===== src/rtl/display_scheduler_if.sv =====
// rtl/display_scheduler_if.sv - source/display signal bundle for the display scheduler
interface display_scheduler_if;
  // requests from the time-keeping, alarm, stopwatch and minigame blocks
  logic        clock_set;
  logic        alarm_set;
  logic        stop_watch;
  logic        alarm_ringing;
  logic        minigame_enable;
  logic [1:0]  location;
  logic [1:0]  alarm_location;
  logic [15:0] cur_time;
  logic [15:0] alarm_time;
  logic [15:0] sw_time;
  logic [15:0] game_digits;
  // per-digit drive toward the segment output stage
  logic [3:0]  AN;
  logic [3:0]  BCD;
  logic        BLANK;
  logic        DP;
  logic [2:0]  mode;
  logic        mode_changed;

  // sources side: drives requests and data, observes the display
  modport master (
    output clock_set, alarm_set, stop_watch, alarm_ringing, minigame_enable,
    output location, alarm_location, cur_time, alarm_time, sw_time, game_digits,
    input  AN, BCD, BLANK, DP, mode, mode_changed
  );

  // scheduler side
  modport slave (
    input  clock_set, alarm_set, stop_watch, alarm_ringing, minigame_enable,
    input  location, alarm_location, cur_time, alarm_time, sw_time, game_digits,
    output AN, BCD, BLANK, DP, mode, mode_changed
  );
endinterface


===== src/rtl/display_scheduler.sv =====
// rtl/display_scheduler.sv - 4-digit display arbitration, digit scan, blink and DP policy
module display_scheduler #(
  parameter int SCAN_DIV  = 100000,
  parameter int BLINK_DIV = 50000000
) (
  input logic                MCLK,
  input logic                RESET,
  display_scheduler_if.slave dif
);

  localparam int SCAN_W  = (SCAN_DIV  > 1) ? $clog2(SCAN_DIV)  : 1;
  localparam int BLINK_W = (BLINK_DIV > 1) ? $clog2(BLINK_DIV) : 1;

  localparam logic [SCAN_W-1:0]  SCAN_LAST  = SCAN_W'(SCAN_DIV - 1);
  localparam logic [BLINK_W-1:0] BLINK_LAST = BLINK_W'(BLINK_DIV - 1);

  localparam logic [2:0] MODE_CLOCK = 3'd0;
  localparam logic [2:0] MODE_SW    = 3'd1;
  localparam logic [2:0] MODE_ASET  = 3'd2;
  localparam logic [2:0] MODE_CSET  = 3'd3;
  localparam logic [2:0] MODE_RING  = 3'd4;
  localparam logic [2:0] MODE_GAME  = 3'd5;

  logic [SCAN_W-1:0]  scan_cnt;
  logic [1:0]         idx;
  logic [BLINK_W-1:0] blink_cnt;
  logic               blink_phase;
  logic [2:0]         mode_q;

  logic [2:0]  req;
  logic        slot_end;
  logic        frame_end;
  logic        switch_now;
  logic [15:0] src;
  logic [3:0]  nibble;
  logic        blank_next;
  logic        dp_next;

  // fixed-priority request; CLOCK when nothing is asserted
  always_comb begin
    req = MODE_CLOCK;
    if (dif.minigame_enable)    req = MODE_GAME;
    else if (dif.alarm_ringing) req = MODE_RING;
    else if (dif.clock_set)     req = MODE_CSET;
    else if (dif.alarm_set)     req = MODE_ASET;
    else if (dif.stop_watch)    req = MODE_SW;
  end

  // mode only moves on the last cycle of digit 3 so a frame is never mixed
  always_comb begin
    slot_end   = (scan_cnt == SCAN_LAST);
    frame_end  = slot_end && (idx == 2'd3);
    switch_now = frame_end && (req != mode_q);
  end

  // live source data for the current owner and the nibble of the active digit
  always_comb begin
    case (mode_q)
      MODE_ASET: src = dif.alarm_time;
      MODE_SW:   src = dif.sw_time;
      MODE_GAME: src = dif.game_digits;
      default:   src = dif.cur_time;
    endcase
    case (idx)
      2'd0:    nibble = src[3:0];
      2'd1:    nibble = src[7:4];
      2'd2:    nibble = src[11:8];
      default: nibble = src[15:12];
    endcase
  end

  // blanking: cursor blink in set modes, whole-display blink while ringing,
  // and suppression of non-decimal nibbles except for raw minigame digits
  always_comb begin
    blank_next = 1'b0;
    if ((mode_q != MODE_GAME) && (nibble > 4'd9))
      blank_next = 1'b1;
    if ((mode_q == MODE_CSET) && (idx == dif.location) && blink_phase)
      blank_next = 1'b1;
    if ((mode_q == MODE_ASET) && (idx == dif.alarm_location) && blink_phase)
      blank_next = 1'b1;
    if ((mode_q == MODE_RING) && blink_phase)
      blank_next = 1'b1;
    dp_next = (idx == 2'd2) && (mode_q != MODE_GAME);
  end

  // digit-slot counter and digit index
  always_ff @(posedge MCLK or posedge RESET) begin
    if (RESET) begin
      scan_cnt <= '0;
      idx      <= 2'd0;
    end else if (slot_end) begin
      scan_cnt <= '0;
      idx      <= idx + 2'd1;
    end else begin
      scan_cnt <= scan_cnt + SCAN_W'(1);
    end
  end

  // display owner, loaded at frame boundaries, with a change pulse
  always_ff @(posedge MCLK or posedge RESET) begin
    if (RESET) begin
      mode_q           <= MODE_CLOCK;
      dif.mode_changed <= 1'b0;
    end else begin
      dif.mode_changed <= switch_now;
      if (frame_end)
        mode_q <= req;
    end
  end

  // blink timer; a new owner always starts in the visible phase
  always_ff @(posedge MCLK or posedge RESET) begin
    if (RESET) begin
      blink_cnt   <= '0;
      blink_phase <= 1'b0;
    end else if (switch_now) begin
      blink_cnt   <= '0;
      blink_phase <= 1'b0;
    end else if (blink_cnt == BLINK_LAST) begin
      blink_cnt   <= '0;
      blink_phase <= ~blink_phase;
    end else begin
      blink_cnt <= blink_cnt + BLINK_W'(1);
    end
  end

  // registered digit outputs, one cycle behind idx/mode/source data
  always_ff @(posedge MCLK or posedge RESET) begin
    if (RESET) begin
      dif.AN    <= 4'b1111;
      dif.BCD   <= 4'd0;
      dif.BLANK <= 1'b1;
      dif.DP    <= 1'b0;
    end else begin
      dif.AN    <= ~(4'b0001 << idx);
      dif.BCD   <= nibble;
      dif.BLANK <= blank_next;
      dif.DP    <= dp_next;
    end
  end

  assign dif.mode = mode_q;

endmodule

===== src/flat_wrapper.sv =====
// flat-port wrapper written by rule: the top's interface ports become plain ports
module display_scheduler_flat 
#(
  parameter int SCAN_DIV  = 100000,
  parameter int BLINK_DIV = 50000000
)
  (MCLK, RESET, dif_clock_set, dif_alarm_set, dif_stop_watch, dif_alarm_ringing, dif_minigame_enable, dif_location, dif_alarm_location, dif_cur_time, dif_alarm_time, dif_sw_time, dif_game_digits, dif_AN, dif_BCD, dif_BLANK, dif_DP, dif_mode, dif_mode_changed);
  display_scheduler_if dif_i ();
  input logic MCLK;
  input logic RESET;
  input wire logic [$bits(dif_i.clock_set)-1:0] dif_clock_set;
  input wire logic [$bits(dif_i.alarm_set)-1:0] dif_alarm_set;
  input wire logic [$bits(dif_i.stop_watch)-1:0] dif_stop_watch;
  input wire logic [$bits(dif_i.alarm_ringing)-1:0] dif_alarm_ringing;
  input wire logic [$bits(dif_i.minigame_enable)-1:0] dif_minigame_enable;
  input wire logic [$bits(dif_i.location)-1:0] dif_location;
  input wire logic [$bits(dif_i.alarm_location)-1:0] dif_alarm_location;
  input wire logic [$bits(dif_i.cur_time)-1:0] dif_cur_time;
  input wire logic [$bits(dif_i.alarm_time)-1:0] dif_alarm_time;
  input wire logic [$bits(dif_i.sw_time)-1:0] dif_sw_time;
  input wire logic [$bits(dif_i.game_digits)-1:0] dif_game_digits;
  output wire logic [$bits(dif_i.AN)-1:0] dif_AN;
  output wire logic [$bits(dif_i.BCD)-1:0] dif_BCD;
  output wire logic [$bits(dif_i.BLANK)-1:0] dif_BLANK;
  output wire logic [$bits(dif_i.DP)-1:0] dif_DP;
  output wire logic [$bits(dif_i.mode)-1:0] dif_mode;
  output wire logic [$bits(dif_i.mode_changed)-1:0] dif_mode_changed;
  assign dif_i.clock_set = dif_clock_set;
  assign dif_i.alarm_set = dif_alarm_set;
  assign dif_i.stop_watch = dif_stop_watch;
  assign dif_i.alarm_ringing = dif_alarm_ringing;
  assign dif_i.minigame_enable = dif_minigame_enable;
  assign dif_i.location = dif_location;
  assign dif_i.alarm_location = dif_alarm_location;
  assign dif_i.cur_time = dif_cur_time;
  assign dif_i.alarm_time = dif_alarm_time;
  assign dif_i.sw_time = dif_sw_time;
  assign dif_i.game_digits = dif_game_digits;
  assign dif_AN = dif_i.AN;
  assign dif_BCD = dif_i.BCD;
  assign dif_BLANK = dif_i.BLANK;
  assign dif_DP = dif_i.DP;
  assign dif_mode = dif_i.mode;
  assign dif_mode_changed = dif_i.mode_changed;
  display_scheduler #(.SCAN_DIV(SCAN_DIV), .BLINK_DIV(BLINK_DIV)) u_core (.MCLK(MCLK), .RESET(RESET), .dif(dif_i));
endmodule

===== config.mk =====
export PLATFORM = sky130hd
export DESIGN_NAME = display_scheduler_flat
export DESIGN_NICKNAME = d
export VERILOG_FILES = /design/src/rtl/display_scheduler_if.sv /design/src/rtl/display_scheduler.sv /design/src/flat_wrapper.sv
export SDC_FILE = /design/constraint.sdc
export NUM_CORES = 1
export LEC_CHECK = 0
export CORE_MARGIN = 2
export CORE_UTILIZATION = 41
export CTS_CLUSTER_SIZE = 24
export DETAILED_ROUTE_END_ITERATION = 12
export GPL_ROUTABILITY_DRIVEN = 0
export MAX_ROUTING_LAYER = met4
export PLACE_DENSITY = 0.76
export SETUP_SLACK_MARGIN = 0.4
export SYNTH_ARGS = -nofsm -noshare
export SYNTH_HDL_FRONTEND = slang
export SYNTH_SLANG_ARGS = --single-unit

===== constraint.sdc =====
create_clock -name MCLK -period 3.9 [get_ports MCLK]
set_input_delay 0.585 -clock MCLK [delete_from_list [all_inputs] [get_ports MCLK]]
set_output_delay 0.585 -clock MCLK [all_outputs]
set_load 0.01 [all_outputs]

==> results by group <==
Global routing
  • Vias in the first global route: slightly above 3000
  • First-pass GRT wire length: around 14 mm
  • GRT overflow: 0
  • Total global-route track usage: 0.211
  • Initial antenna violation count: 0
  • Largest net degree at the start of global routing: 33

Synthesis
  • Ys async rst share: 1.00
  • Yosys Warn Count: 0
  • Post-Syn Area: between 3000 and 4000 um^2
  • Synthesized area per cell: around 9.3 um^2
  • Post-synth EDFFs: 0
  • Syn Inst Count: roughly 370
  • Number of distinct library cells after synthesis: 55
  • Seq cells post-synth: 60
  • Ys flop type: dfrtp_1
  • Syn Nets: around 450
  • Proportion of synthesized chip area in sequential cells: 0.441

Placed design
  • Post-DP HPWL: around 6.4 mm
  • I/O Buffers: 88

Hold path
  • Worst Hold Class: reg -> reg
  • WHS Path Cells: 1
  • Min-delay src: u_core.scan_cnt[0]
  • Hold Path Sink: u_core.scan_cnt[0]

Detailed routing
  • Vias: ~3100
  • First-pass detailed-route iteration total: 5
  • Wire per inst: about 15 um
  • Metal2 WL: approximately 4 mm
  • Routed met3 length: about 500 um
  • Total Routed Length: 8.53 mm
  • DRC violations left: 0
  • Wl on met1: around 3.8 mm
  • Routed Antenna Nets: 0
  • Top Layer Used: met4
  • Vias per std cell: around 5.4
  • Starting DRT DRC Count: ~150

Worst setup path
  • Reg2reg end: u_core.dif.BLANK
  • Crit-path max FO: 21
  • R2R depth: 6
  • Critical path class: reg -> reg
  • Crit. End Element: register
  • Kind of start point of the critical path: register
  • CP arrival: roughly 2700 ps
  • Reg2reg start: u_core.dif.mode[2]
  • R2R Setup Slk: between 1000 and 1500 ps
  • Crit path required time: about 4200 ps

Finish
  • NumNets Final: around 540
  • Share of layout cells above drive strength 1: 0.0717
  • Most frequent cells in the layout: 88 x clkdlybuf4s50_1, 56 x nor2_1, 55 x dfrtp_1
  • Fillers: 684
  • Commonest non-fill, non-tap cell in the layout: clkdlybuf4s50_1
  • P&R area growth vs syn: 36.0%
  • N_diodes: 0

STA
  • Max Fclk: between 0.4 and 0.5 GHz
  • Setup TNS: 0 ps
  • Slew Viols, Final: 0
  • Worst-margin pin slew: 721 ps
  • Clock Skew: 8.33 ps
  • Final Hold Vio Count: 0
  • RSZ-0062 raised after global routing: false
  • # setup viols final: 0
  • Period minus WS final: 2410 ps
  • Final period utilization: 0.618
  • Slew margin rel.: 0.519

Floorplan
  • Core area: a little over 8000 um^2
  • Initial Util: 0.420
  • Site Rows: 33
  • Full die area: just over 9000 um^2
  • Top Ports: 89
  • Die width: roughly 95 um
  • Die height: approximately 95 um

Pwr
  • Pint: between 1 and 1.5 mW
  • PwrDens: 317 nW/um^2
  • Seq pwr share: 0.426
  • Share of total power in combinational logic: 0.079
  • Clock share of power: 0.495
  • Peak supply drop: between 0.0003 and 0.0004 V
  • Switching Fraction: 0.185
  • Leak: between 1.5 and 2 nW
  • Psw: between 0.2 and 0.3 mW
  • Pwr Total: around 1.5 mW

Run status
  • Status: complete, no violations

Clocking
  • Root buf cell: clkbuf_8
  • Clk sinks: 60
  • Reg clk slew, reported paths: ~70 ps
  • Clk buf depth: 2
  • Max H-tree Level: 3
  • Num CTS Buffers: 9
  • Postcts setup bufs: 0
  • Clock Latency Late Sink: between 300 and 400 ps
  • Hold_buf cts: 0
  • CTS tree: built
  • Post-CTS resize count: 0

Job
  • Maximum Capacitance Violations: 0
state kept, by name, summed over array words and instances (netlist names):
register / count
u_core.dif.mode: 3
u_core.dif.mode_changed: 1
u_core.dif.BLANK: 1
u_core.blink_cnt: 26
u_core.dif.DP: 1
u_core.idx: 2
u_core.dif.AN: 4
u_core.dif.BCD: 4
u_core.scan_cnt: 17
u_core.blink_phase: 1
how the worst max path moves through the flow:
| stage | start | end | slack [ps] | depth (start not counted) |
|---|---|---|---|---|
| 4_1_cts | u_core.dif.mode[2] | dif_mode[2] | 1480 | 1 |
| 3_3_place_gp | dif_game_digits[3] | u_core.dif.BLANK | 1510 | 6 |
| 6_report | u_core.dif.mode[2] | u_core.dif.BLANK | 1490 | 6 |
| 2_1_floorplan | RESET | u_core.blink_cnt[0] | 1840 | 1 |
| 5_1_grt | u_core.dif.mode[2] | u_core.dif.BLANK | 1270 | 6 |
| 3_5_place_dp | dif_game_digits[7] | u_core.dif.BLANK | 1460 | 6 |
metal layers:
metal | vias to the layer above | GRT usage
li1 | 1482 | -
met1 | 1478 | 0.261
met2 | 82 | 0.346
met3 | 10 | 0.0443
met4 | 0 | 0.0700
met5 | - | -
stage by stage:
| stage | util | instance area (um^2) | hold slack (ps) | setup WS (ps) | std cells |
|---|---|---|---|---|---|
| 2_1_floorplan | - | 3420 | 455 | 1840 | 366 |
| 3_3_place_gp | 0.538 | 4380 | 469 | 1510 | 549 |
| 3_5_place_dp | 0.538 | 4380 | 479 | 1460 | 549 |
| 4_1_cts | 0.571 | 4640 | 488 | 1480 | 565 |
| 5_1_grt | 0.571 | 4640 | 507 | 1270 | 565 |
| 6_report | 0.571 | 4640 | 490 | 1490 | 565 |
cells by family after synthesis:
kind of cell / count (synthesis) / synth area share
xor+xnor: 46 / 0.118
compound gates: 64 / 0.135
mux: 2 / 0.00586
fa+ha+maj: 7 / 0.0256
simple gates: 156 / 0.230
buf+inv: 31 / 0.0440
flops: 60 / 0.441
final cells by class:
class | instances | area (um^2) | share of cell area
multi-input cells | 275 | 1760 | 0.379
flip-flops and latches | 60 | 1510 | 0.325
repair buffers | 93 | 918 | 0.198
clock buffers | 13 | 179 | 0.0385
inverters | 16 | 60.1 | 0.0129
clock inverters | 3 | 90.1 | 0.0194
well taps | 105 | 131 | 0.0283
power groups by stage:
| stage | combinational, mW | sequential (mW) | clock, mW |
|---|---|---|---|
| floorplan | 0.0232 | 0.640 | 0 |
| CTS | 0.117 | 0.627 | 0.741 |
| finish | 0.116 | 0.627 | 0.728 |
| global placement | 0.115 | 0.638 | 0 |
| detailed placement | 0.116 | 0.638 | 0 |
| global route | 0.125 | 0.627 | 0.773 |
synth_stat cells (9+ instances only):
cell type	count	share of area
inv_1	16	0.018
nor2_1	56	0.062
nand2_1	21	0.023
xor2_1	28	0.072
xnor2_1	18	0.046
nand3_1	23	0.034
nand4_1	12	0.022
nor3_1	9	0.013
and3_1	10	0.018
o21ai_0	14	0.021
dfrtp_1	55	0.40
o22ai_1	9	0.016
critical path: stages, from the launching register on:
cell and delay (ps):
dfrtp_1 810, nand3b_1 380, o21ai_0 280, a211oi_1 90
a2111oi_2 330, nor2_1 120, a311o_1 330
(Power assumes the default switching activity.)
